### src/rtl/gg_accum_pkg.sv
// gg_accum_pkg: shared FSM state, widths and counter sizing for the frame accumulator
package gg_accum_pkg;
  typedef enum logic {ACCUM, DONE} state_t;
  localparam int SUM_ACC_W = 17;
  localparam int FRAME_ID_W = 8;
  function automatic int cnt_width(input int frame_len);
    return (frame_len <= 2) ? 1 : $clog2(frame_len);
  endfunction
endpackage

### src/rtl/gg_sat_add.sv
// gg_sat_add: unsigned saturating adder, ACC_W + IN_W -> ACC_W, o_sat set when clamped
// ports: i_a accumulator, i_b addend, o_sum clamped result, o_sat clamp flag
module gg_sat_add #(
  parameter int ACC_W = 24,
  parameter int IN_W = 16
) (
  input  logic [ACC_W-1:0] i_a,
  input  logic [IN_W-1:0]  i_b,
  output logic [ACC_W-1:0] o_sum,
  output logic             o_sat
);
  logic [ACC_W:0] w_full;
  assign w_full = {1'b0, i_a} + {{(ACC_W + 1 - IN_W){1'b0}}, i_b};
  assign o_sat = w_full[ACC_W];
  assign o_sum = o_sat ? '1 : w_full[ACC_W-1:0];
endmodule

### src/rtl/gg_prod_accum.sv
// gg_prod_accum: accumulates FRAME_LEN sum/prod samples into a one-deep valid/ready result register
// ports: clk/reset (async, high), clr (sync frame clear), in_valid/in_ready/sum/prod sample input,
//        out_valid/out_ready handshake with out_acc_prod, out_acc_sum, out_sat, out_frame_id
module gg_prod_accum
  import gg_accum_pkg::*;
#(
  parameter int FRAME_LEN = 16,
  parameter int ACC_W = 24
) (
  input  logic                  clk,
  input  logic                  reset,
  input  logic                  clr,
  input  logic                  in_valid,
  output logic                  in_ready,
  input  logic [8:0]            sum,
  input  logic [15:0]           prod,
  output logic                  out_valid,
  input  logic                  out_ready,
  output logic [ACC_W-1:0]      out_acc_prod,
  output logic [SUM_ACC_W-1:0]  out_acc_sum,
  output logic                  out_sat,
  output logic [FRAME_ID_W-1:0] out_frame_id
);
  localparam int CNT_W = cnt_width(FRAME_LEN);
  localparam logic [CNT_W-1:0] LAST = CNT_W'(FRAME_LEN - 1);
  state_t r_state, w_state_nxt;
  logic [ACC_W-1:0] r_acc_prod, w_prod_nxt, w_ld_prod;
  logic [SUM_ACC_W-1:0] r_acc_sum, w_sum_nxt, w_ld_sum;
  logic r_sat, w_prod_sat, w_ld_sat;
  logic [CNT_W-1:0] r_cnt;
  logic [FRAME_ID_W-1:0] r_frame_id;
  logic w_accept, w_last, w_free, w_load, w_done;
  gg_sat_add #(.ACC_W(ACC_W), .IN_W(16)) u_sat_add (
    .i_a  (r_acc_prod),
    .i_b  (prod),
    .o_sum(w_prod_nxt),
    .o_sat(w_prod_sat)
  );
  assign w_done = (r_state == DONE);
  assign in_ready = !w_done;
  assign w_accept = in_valid && in_ready && !clr;
  assign w_last = w_accept && (r_cnt == LAST);
  assign w_free = !out_valid || out_ready;
  assign w_load = !clr && w_free && (w_last || w_done);
  assign w_sum_nxt = r_acc_sum + SUM_ACC_W'(sum);
  // in DONE the accumulator already holds the completed frame; otherwise fold in the last sample
  assign w_ld_prod = w_done ? r_acc_prod : w_prod_nxt;
  assign w_ld_sum = w_done ? r_acc_sum : w_sum_nxt;
  assign w_ld_sat = w_done ? r_sat : (r_sat | w_prod_sat);
  always_comb begin
    w_state_nxt = clr ? ACCUM : w_done ? (w_free ? ACCUM : DONE) : (w_last && !w_free) ? DONE : ACCUM;
  end
  always_ff @(posedge clk or posedge reset) begin
    if (reset) begin
      r_state <= ACCUM;
      r_acc_prod <= '0;
      r_acc_sum <= '0;
      r_sat <= 1'b0;
      r_cnt <= '0;
      r_frame_id <= '0;
      out_valid <= 1'b0;
      out_acc_prod <= '0;
      out_acc_sum <= '0;
      out_sat <= 1'b0;
      out_frame_id <= '0;
    end else begin
      r_state <= w_state_nxt;
      if (clr || w_load) begin
        r_acc_prod <= '0;
        r_acc_sum <= '0;
        r_sat <= 1'b0;
        r_cnt <= '0;
      end else if (w_accept) begin
        r_acc_prod <= w_prod_nxt;
        r_acc_sum <= w_sum_nxt;
        r_sat <= r_sat | w_prod_sat;
        r_cnt <= w_last ? '0 : r_cnt + 1'b1;
      end
      if (w_load) begin
        out_valid <= 1'b1;
        out_acc_prod <= w_ld_prod;
        out_acc_sum <= w_ld_sum;
        out_sat <= w_ld_sat;
        out_frame_id <= r_frame_id;
        r_frame_id <= r_frame_id + 1'b1;
      end else if (out_valid && out_ready) begin
        out_valid <= 1'b0;
      end
    end
  end
endmodule

### config.mk
export PLATFORM = sky130hd
export DESIGN_NAME = gg_prod_accum
export DESIGN_NICKNAME = d
export VERILOG_FILES = /design/src/rtl/gg_accum_pkg.sv /design/src/rtl/gg_sat_add.sv /design/src/rtl/gg_prod_accum.sv
export SDC_FILE = /design/constraint.sdc
export NUM_CORES = 1
export LEC_CHECK = 0
export ABC_CLOCK_PERIOD_IN_PS = 3800
export CAP_MARGIN = 20
export CORE_ASPECT_RATIO = 0.9
export CORE_MARGIN = 10
export CORE_UTILIZATION = 52
export CTS_BUF_LIST = sky130_fd_sc_hd__clkbuf_8
export DETAILED_ROUTE_END_ITERATION = 8
export PLACE_DENSITY = 0.84
export SLEW_MARGIN = 20
export SYNTH_ARGS = -nofsm -noshare
export SYNTH_HDL_FRONTEND = slang
export SYNTH_SLANG_ARGS = --single-unit
### constraint.sdc
create_clock -name clk -period 3.8 [get_ports clk]
set_clock_uncertainty 0.15 [all_clocks]
set_input_delay 0.76 -clock clk [delete_from_list [all_inputs] [get_ports clk]]
set_output_delay 0.76 -clock clk [all_outputs]
set_load 0.05 [all_outputs]
Word level (Yosys, flattened, before mapping)
Cells that the tools add are included. W data, S select, Z words.

Register bits after elaboration: 106. Logic and storage cells: 52. Output and inout bits: 52.

Reduce and logical (&&, ||, !) cells: 16. Bitwise logic cells: 1. Equal/unequal tests: 1. Muxes and demuxes: 19. $add $sub $neg: 4.

Operators with widths (number): $mux W24 (4); $mux W17 (3); $add A24 B16 Y25 (1); $add A17 B9 Y17 (1); $mux W4 (3); $mux W1 (9); $add A8 B1 Y8 const B (1); $logic_and A1 B1 Y1 (7); $add A4 B1 Y4 const B (1); $eq A4 B4 Y1 const B (1); $logic_not A1 Y1 (4); $reduce_bool A2 Y1 (2); $logic_or A1 B1 Y1 (3); $or A1 B1 Y1 (1).

Logic depth before layout (Yosys ltp)
Gate-level depths: netlist of run 1.

Depth after elaboration: 8. Depth in mapped cells: 11. Gate-level depth less buffers: 10.

By module
A second synthesis of run 1 with hierarchy kept.

Cells, all modules: 643. Area, all modules: 6117.1 um2.

By module, submodules not included: gg_prod_accum (instances 1, cells an instance 468, area each 4921.0 um2); gg_sat_add (instances 1, cells an instance 175, area each 1196.1 um2).

Worst setup path after synthesis of run 1
OpenSTA, ideal clock, no wires.

Path type: input to register. Start point: input port prod[0]. End point: register out_acc_prod[23]. Arrival: 2.793 ns. Cell stages on the path: 10. Library setup time: 0.131 ns. Path buffers: 1. Data required time: 3.519 ns. Slack: 0.726 ns. Cell sequence: ha_1 -> fa_1 -> a21o_1 -> a221o_1 -> o21ai_4 -> a211o_1 -> buf_6 -> and4_1 -> o21ai_1 -> nor3b_2.

Word-level cells in the longest chain between the ends: 3.

RTL lines: from (decl) (RTL line gg_prod_accum.sv:16) `input logic [15:0] prod,`; $add A24 B16 Y25 (RTL line gg_sat_add.sv:13) `assign w_full = {1'b0, i_a} + {{(ACC_W + 1 - IN_W){1'b0}}, i_b};`; $mux W24 (RTL line gg_sat_add.sv:15) `assign o_sum = o_sat ? '1 : w_full[ACC_W-1:0];`; $mux W24 (RTL line gg_prod_accum.sv:47) `assign w_ld_prod = w_done ? r_acc_prod : w_prod_nxt;`; to (signal assigned) (RTL line gg_prod_accum.sv:81) `out_acc_prod <= w_ld_prod;`; to (decl) (RTL line gg_prod_accum.sv:19) `output logic [ACC_W-1:0] out_acc_prod,`.

Every way passes these cells. A chain may end at the register's enable or synchronous reset.

Worst setup path after layout of run 1
Start point: input port prod[0]. End point: register out_acc_prod[2].

The elaborated chain is that of the path after synthesis.

==> flow_summary.rst, run 1 <==
.. list-table::
   :header-rows: 1

   * - Metric
     - Value
   * - Run status
     - finished, final reports clean
   * - Grt ovf
     - 0
   * - CTS Buffer Depth
     - 2
   * - Synthesized area
     - 0.00614 sq mm
   * - TritonCTS clock tree
     - built
   * - Number of violations of the max-capacitance limit
     - 0
   * - Flop and latch count out of synthesis
     - 106
   * - Number of cells produced by synthesis
     - a little under 700
   * - Source of the worst hold timing path
     - out_acc_prod[16]$_DFFE_PP0P_
   * - Power share of the clock group
     - between 20 and 30%
   * - Final max-slew violation count
     - 0
   * - Startpoint class of the critical path
     - input pin
   * - Worst-Margin Slew
     - about 1100 ps
   * - Worst-case hold path end point
     - out_acc_prod[16]$_DFFE_PP0P_
   * - Detailed-route vias per instance
     - ~6.0
   * - Worst Reg2Reg Path Length in Cells
     - 10
   * - Hold Crit Class
     - register to register
   * - Critical-path maximum fanout
     - 14
   * - Fin crit share
     - 91.8%
   * - Max Clock Freq
     - 287 MHz
   * - Top cell types by occurrence after synthesis
     - dfrtp_1 (106), nand2_1 (95), o21ai_0 (68), nor2_1 (54), a21oi_1 (48)
   * - Reg-to-reg setup timing slack
     - about 740 ps
   * - Signal arrival time at the worst endpoint
     - ~3600 ps
   * - Diodes inserted
     - 0
   * - Crit Path Class
     - input pin to register
   * - Critical path capture point type
     - register
   * - Post-synthesis cell type count
     - between 50 and 60
   * - Most instantiated flip-flop cell in the synthesis netlist
     - dfrtp_1
   * - Startpoint of the most critical register-to-register path
     - r_acc_prod[0]$_DFFE_PP0P_
   * - Power Dens Cells
     - approximately 350 mW/mm^2
   * - Area added between synthesis and finish
     - 19.0%
   * - Routed via count
     - about 5.4k
   * - Die Y
     - around 120 um
   * - First-pass iteration count of the detailed router
     - 5
   * - Vias in the first global route
     - 5398
   * - Register clock-pin slew on the reported worst setup and hold paths
     - about 100 ps
   * - Synthesized area per cell
     - roughly 9.1 sq um
   * - Number of H-tree levels
     - 3
   * - Floorplan row count
     - 37
   * - Number of clock sinks seen by CTS
     - about 110
   * - Shortest clock period the worst path allows after layout
     - around 3500 ps
   * - Worst hold-check slack
     - 325 ps
   * - Final Hold Violating Endpoints
     - 0
   * - Routability-driven placement congestion ratio
     - 0.939
   * - Relative contribution of sequential cells to total power
     - between 40% and 50%
   * - Number of nets in the layout
     - between 800 and 900
   * - Core utilization of the finished layout
     - a little under two thirds
   * - Post-Syn Nets
     - between 700 and 800
   * - Standby leakage power
     - 3.25 nW
   * - Setup repair after global routing missed its margin
     - no
   * - Initial core utilization
     - 53.4%
   * - Crit-path most repeated cell
     - o21ai_1
   * - Floorplan die area
     - approximately 0.017 sq mm
   * - Hold-fix buffers at CTS
     - 0
   * - Launching element of the worst setup path
     - prod[0]
   * - Total of buffers placed on input and output ports
     - slightly above 80
   * - DR iter-0 viols
     - 520
   * - Sequential cell area fraction in the yosys report
     - between 40% and 50%
   * - Count of flip-flops with a built-in enable after synthesis
     - 0
   * - Combinational fraction of design power
     - a little under a quarter
   * - Total CTS buffers
     - 9
   * - Reported net switching power
     - roughly 0.00080 W
   * - Final-report setup violation count
     - 0
   * - Latest clock arrival within the worst-skew pair
     - just under 400 ps
   * - Cell-internal power
     - between 0.0015 and 0.002 W
   * - Area of the core
     - 0.0115 sq mm
   * - Most area-consuming cells after synthesis
     - dfrtp_1 (43%), nand2_1 (5.8%), o21ai_0 (5.5%), ha_1 (5.5%), a21oi_1 (3.9%)
   * - Horizontal extent of the die
     - 135 um
   * - Post-DR wirelength/cell
     - 18.1 um
   * - Number of top-level pins
     - between 80 and 90
   * - Filler instances
     - 1026
   * - Pin count of the biggest net entering global routing
     - 70
   * - Relative slew slack
     - a little over a quarter
   * - Worst flop-to-flop path endpoint
     - out_acc_prod[2]$_DFFE_PP0P_
   * - Switching power as a share of total power
     - 31.8%
   * - CP cell instances
     - clkdlybuf4s50_1 -> ha_1 -> fa_1 -> a21o_1 -> a221o_1 -> o21ai_4 -> a211o_1 -> buf_4 -> nand3_1 -> o21ai_1 -> o21ai_1
   * - Count of antenna-violating nets left after detailed routing
     - 0
   * - Synth Warn #
     - 0
   * - Post-cts gate resize count
     - 0
   * - Share of the synthesized area in the top cell type
     - between 40% and 50%
   * - Clock root cell
     - clkbuf_8
   * - Remaining routing DRC violations
     - 0
   * - Data required, critical path
     - a little under 4000 ps
   * - Wire length of the first global-routing pass
     - 27500 um
   * - Global routing usage summed across all routing layers
     - between 20% and 30%
   * - Proportion of layout cells with a drive suffix above 1
     - 7.46%
   * - Postcts setup bufs
     - 0
   * - Cell depth of the worst hold path
     - 2
   * - Hpwl dp
     - between 10000 and 15000 um
   * - Worst-path cell with the longest stage delay
     - clkdlybuf4s50_1
   * - WL final
     - 16400 um
   * - Proportion of synthesized flip-flops having asynchronous set or reset
     - between 90% and 100%
   * - Number of antenna violations at the first check in global routing
     - 0
   * - Max rail drop VDD
     - between 0.2 and 0.3 mV
   * - CP peak stage delay
     - 440 ps
   * - Leading cell type by number of instances after synthesis
     - dfrtp_1
   * - Post-synth top area cell
     - dfrtp_1
-- state kept, by name (all words and copies together) (netlist names) --
name and cells:
r_sat 1, out_acc_sum 17, r_state 1, out_frame_id 8, r_cnt 4, r_frame_id 8, out_acc_prod 24, r_acc_sum 17
out_sat 1, r_acc_prod 24, out_valid 1
-- power groups by stage --
stage	combinational, W	sequential, W	clock (W)
detailed placement	0.000569	0.00123	0
finish	0.000578	0.00121	0.000738
global placement	0.000551	0.00123	0
global route	0.000645	0.00121	0.000805
CTS	0.000576	0.00121	0.000754
floorplan	0.000399	0.00124	0
-- worst max-delay path by stage --
stage / endpoint / slack, ps / cells past startpoint
global route: out_acc_prod[6]$_DFFE_PP0P_ / 180 / 11
finish: out_acc_prod[2]$_DFFE_PP0P_ / 310 / 11
floorplan: out_acc_prod[0]$_DFFE_PP0P_ / 100 / 1
global placement: out_acc_prod[3]$_DFFE_PP0P_ / 70 / 11
CTS: out_acc_prod[4]$_DFFE_PP0P_ / 370 / 11
detailed placement: out_acc_prod[2]$_DFFE_PP0P_ / -30 / 11
-- metal layers --
layer / global-route usage [%] / part of all wire, % / wire length, um
met4: 5.23 / 1.1 / 187
met5: 0 / 0 / 0
met1: 26.6 / 45 / 7370
met2: 32.8 / 47 / 7770
met3: 5.52 / 6.7 / 1100
-- cells by family after synthesis --
family / count (synthesis) / synth area share (%)
compound gates: 200 / 21.5
fa+ha+maj: 29 / 6.16
simple gates: 247 / 18.7
mux: 5 / 0.816
xor+xnor: 41 / 5.85
flops: 106 / 43.2
buf+inv: 47 / 3.75
-- metrics by stage --
| stage | cell area [sq um] | setup WS, ps | instances | total power, W | TNS, ps |
|---|---|---|---|---|---|
| after detailed placement | 7100 | -32.5 | 891 | 0.00180 | -75.8 |
| after floorplan | 6140 | 101 | 675 | 0.00164 | 0 |
| final | 7300 | 312 | 907 | 0.00252 | 0 |
| after CTS | 7300 | 373 | 907 | 0.00254 | 0 |
| after global placement | 7100 | 69.2 | 891 | 0.00178 | 0 |
| after global routing | 7300 | 175 | 907 | 0.00266 | 0 |
-- cells in the final DEF (no fill, tap or decap), types with 8 or more instances in the layout --
cell type / count
dfrtp_1: 106
nand2_1: 95
clkdlybuf4s50_1: 81
o21ai_0: 68
nor2_1: 54
a21oi_1: 48
ha_1: 27
nand3_1: 23
xnor2_1: 22
nor3_1: 21
xor2_1: 19
buf_4: 16
a21o_1: 13
and3_1: 11
clkbuf_8: 10
inv_1: 9
or3_1: 9
nand4_1: 8
-- worst max-delay path: cells and delay by family --
| kind | cells | cell delay, ps |
|---|---|---|
| and+or+nand+nor | 1 | 110 |
| adders and majority gates | 2 | 680 |
| buffers and inverters | 2 | 700 |
| AOI/OAI and AO/OA | 6 | 1330 |
-- final cells by class --
cell class                 count  area (sq um)  share of cell area, %
clock buffer                  10           138                   1.89
clock inverter                 6          66.3                  0.908
inverter                       9          36.3                  0.497
multi-input combinational    522          3260                   44.7
sequential                   106          2650                   36.3
tap                          156           195                   2.67
timing repair buffer          98           951                   13.0
(Power assumes the default switching activity.)
==> inputs of run 2 (changes only) <==
Settings changed: MAX_ROUTING_LAYER set to met4, SLEW_MARGIN 20 to unset.
==> run 2 against run 1 <==
Against the previous run: combinational power about the same; non-clock buffer count did not move; critical endpoint is now out_acc_prod[7]$_DFFE_PP0P_; wire length hardly changed; count of clock-buffer cells in the layout fell by 1; worst setup slack better by 13 ps; highest routed layer unchanged.
==> flow_summary.rst, run 2 (same netlist as run 1, synthesis figures left out) <==
.. list-table::
   :header-rows: 1

   * - Metric
     - Value
   * - Clock root cell
     - clkbuf_8
   * - Hpwl dp
     - ~12000 um
   * - Diodes inserted
     - 0
   * - Fin crit share
     - between 90% and 100%
   * - Length of routed wiring on met1
     - roughly 7700 um
   * - Worst-Margin Slew
     - roughly 1100 ps
   * - First-pass iteration count of the detailed router
     - 5
   * - Final cell count without fillers
     - 907
   * - Count of antenna-violating nets left after detailed routing
     - 0
   * - DR iter-0 viols
     - between 400 and 500
   * - Final-report setup violation count
     - 0
   * - Total of buffers placed on input and output ports
     - 81
   * - Grt ovf
     - 0
   * - Hold-fix buffers at CTS
     - 0
   * - Startpoint class of the critical path
     - input pin
   * - Postcts setup bufs
     - 0
   * - Largest registers in the final layout
     - out_acc_prod (24), r_acc_prod (24)
   * - Highest-count cells in the layout ignoring fill and taps
     - dfrtp_1 (106), nand2_1 (95), clkdlybuf4s50_1 (81), o21ai_0 (68), nor2_1 (54)
   * - Setup repair after global routing missed its margin
     - no
   * - Shortest clock period the worst path allows after layout
     - between 3000 and 4000 ps
   * - Max Clock Freq
     - 288 MHz
   * - Max rail drop VDD
     - roughly 0.23 mV
   * - Floorplan die area
     - 0.0166 sq mm
   * - CP peak stage delay
     - around 420 ps
   * - Final max-slew violation count
     - 0
   * - Number of nets in the layout
     - roughly 810
   * - Hold Crit Class
     - register to register
   * - Detail Route met2 WL
     - ~7600 um
   * - Metal3 WL
     - a little over 900 um
   * - Latest clock arrival within the worst-skew pair
     - 390 ps
   * - Number of violations of the max-capacitance limit
     - 0
   * - Run status
     - finished, final reports clean
   * - Area of the core
     - 0.0115 sq mm
   * - Relative slew slack
     - between 20% and 30%
   * - Crit-path most repeated cell
     - o21ai_0
   * - Cell depth of the worst hold path
     - 2
   * - Worst-path cell with the longest stage delay
     - clkdlybuf4s50_1
   * - TritonCTS clock tree
     - built
   * - Routed via count
     - about 5.4k
   * - Data required, critical path
     - approximately 3900 ps
   * - Worst Reg2Reg Path Length in Cells
     - 10
   * - Vias in the first global route
     - 5446
   * - Number of clock sinks seen by CTS
     - around 110
   * - Routability-driven placement congestion ratio
     - ~0.93
   * - Setup Total Neg Slack
     - 0 ps
   * - Proportion of layout cells with a drive suffix above 1
     - about 7.5%
   * - Power Dens Cells
     - 350 mW/mm^2
   * - Wire length of the first global-routing pass
     - around 28000 um
   * - Register clock-pin slew on the reported worst setup and hold paths
     - 100 ps
   * - Area added between synthesis and finish
     - 19.4%
   * - Number of H-tree levels
     - 3
   * - Post-DR wirelength/cell
     - 18.1 um
   * - Signal arrival time at the worst endpoint
     - 3560 ps
   * - Remaining routing DRC violations
     - 0
   * - Most common cell after layout, fill and taps aside
     - dfrtp_1
   * - Pin count of the biggest net entering global routing
     - 75
   * - Standby leakage power
     - ~3.3 nW
   * - Critical path capture point type
     - register
   * - Die Y
     - approximately 120 um
   * - Post-cts gate resize count
     - 0
   * - Critical-path maximum fanout
     - 14
   * - Final Hold Violating Endpoints
     - 0
   * - WL final
     - 16400 um
   * - Core utilization of the finished layout
     - 63.8%
   * - Detailed-route vias per instance
     - between 5 and 6
   * - Highest metal layer with signal wires
     - met4
   * - Horizontal extent of the die
     - about 130 um
   * - Global routing usage summed across all routing layers
     - a little over a fifth
   * - CTS Buffer Depth
     - 2
   * - Total CTS buffers
     - 9
   * - Floorplan row count
     - 37
   * - Number of antenna violations at the first check in global routing
     - 0
   * - Crit Path Class
     - input pin to register
   * - Initial core utilization
     - 53.4%
   * - Number of top-level pins
     - 82
   * - Cell count after placement
     - between 800 and 900
   * - CP cell instances
     - clkdlybuf4s50_1 -> ha_1 -> fa_1 -> a21o_1 -> a221o_1 -> o21ai_4 -> a211o_1 -> buf_12 -> nand3_1 -> o21ai_0 -> o21ai_0
## run 2: cell type report
cell class | instances | area [sq um]
Clock buffer | 9 | 124
Clock inverter | 7 | 95.1
Fill cell | 1003 | 4150
Inverter | 9 | 36.3
Multi-Input combinational cell | 522 | 3260
Sequential cell | 106 | 2650
Tap cell | 156 | 195
Timing Repair Buffer | 98 | 963
## run 2: per-stage QoR
step / cell area, sq um / total power (W) / hold slack (ps) / setup WS (ps)
2_1_floorplan: 6140 / 0.00164 / 295 / 101
3_3_place_gp: 7110 / 0.00178 / 306 / 85.3
3_5_place_dp: 7110 / 0.00179 / 313 / -50.6
4_1_cts: 7330 / 0.00258 / 338 / 359
5_1_grt: 7330 / 0.00270 / 362 / 192
6_report: 7330 / 0.00257 / 332 / 324
## run 2: report_power, final
part           switching, W  leakage (nW)  internal [W]
logic              0.000345          1.71      0.000230
clock network      0.000414         0.103      0.000370
registers         0.0000392          1.44       0.00117
## run 2: critical path, delay by kind of cell
kind	cells	cell delay, ps
AOI/OAI and AO/OA	6	1440
adders and majority gates	2	660
buffers and inverters	2	610
and+or+nand+nor	1	80
## run 2: routing by layer
metal | up-vias | GRT usage (%)
li1 | 2554 | -
met1 | 2661 | 27.0
met3 | 29 | 4.95
met5 | - | -
met4 | 0 | 4.82
met2 | 177 | 33.0
## run 2: path summary, 6_finish.rpt
kind | start | slack (ps) | to
setup / recovery | prod[0] | 320 | out_acc_prod[7]$_DFFE_PP0P_
hold / removal | out_acc_prod[16]$_DFFE_PP0P_ | 330 | out_acc_prod[16]$_DFFE_PP0P_
setup reg to reg | r_acc_prod[0]$_DFFE_PP0P_ | 720 | out_acc_prod[7]$_DFFE_PP0P_
hold reg to reg | out_acc_prod[16]$_DFFE_PP0P_ | 330 | out_acc_prod[16]$_DFFE_PP0P_
max in group asynchronous | reset | 2160 | out_acc_prod[10]$_DFFE_PP0P_
min in group asynchronous | reset | 590 | out_frame_id[5]$_DFFE_PP0P_
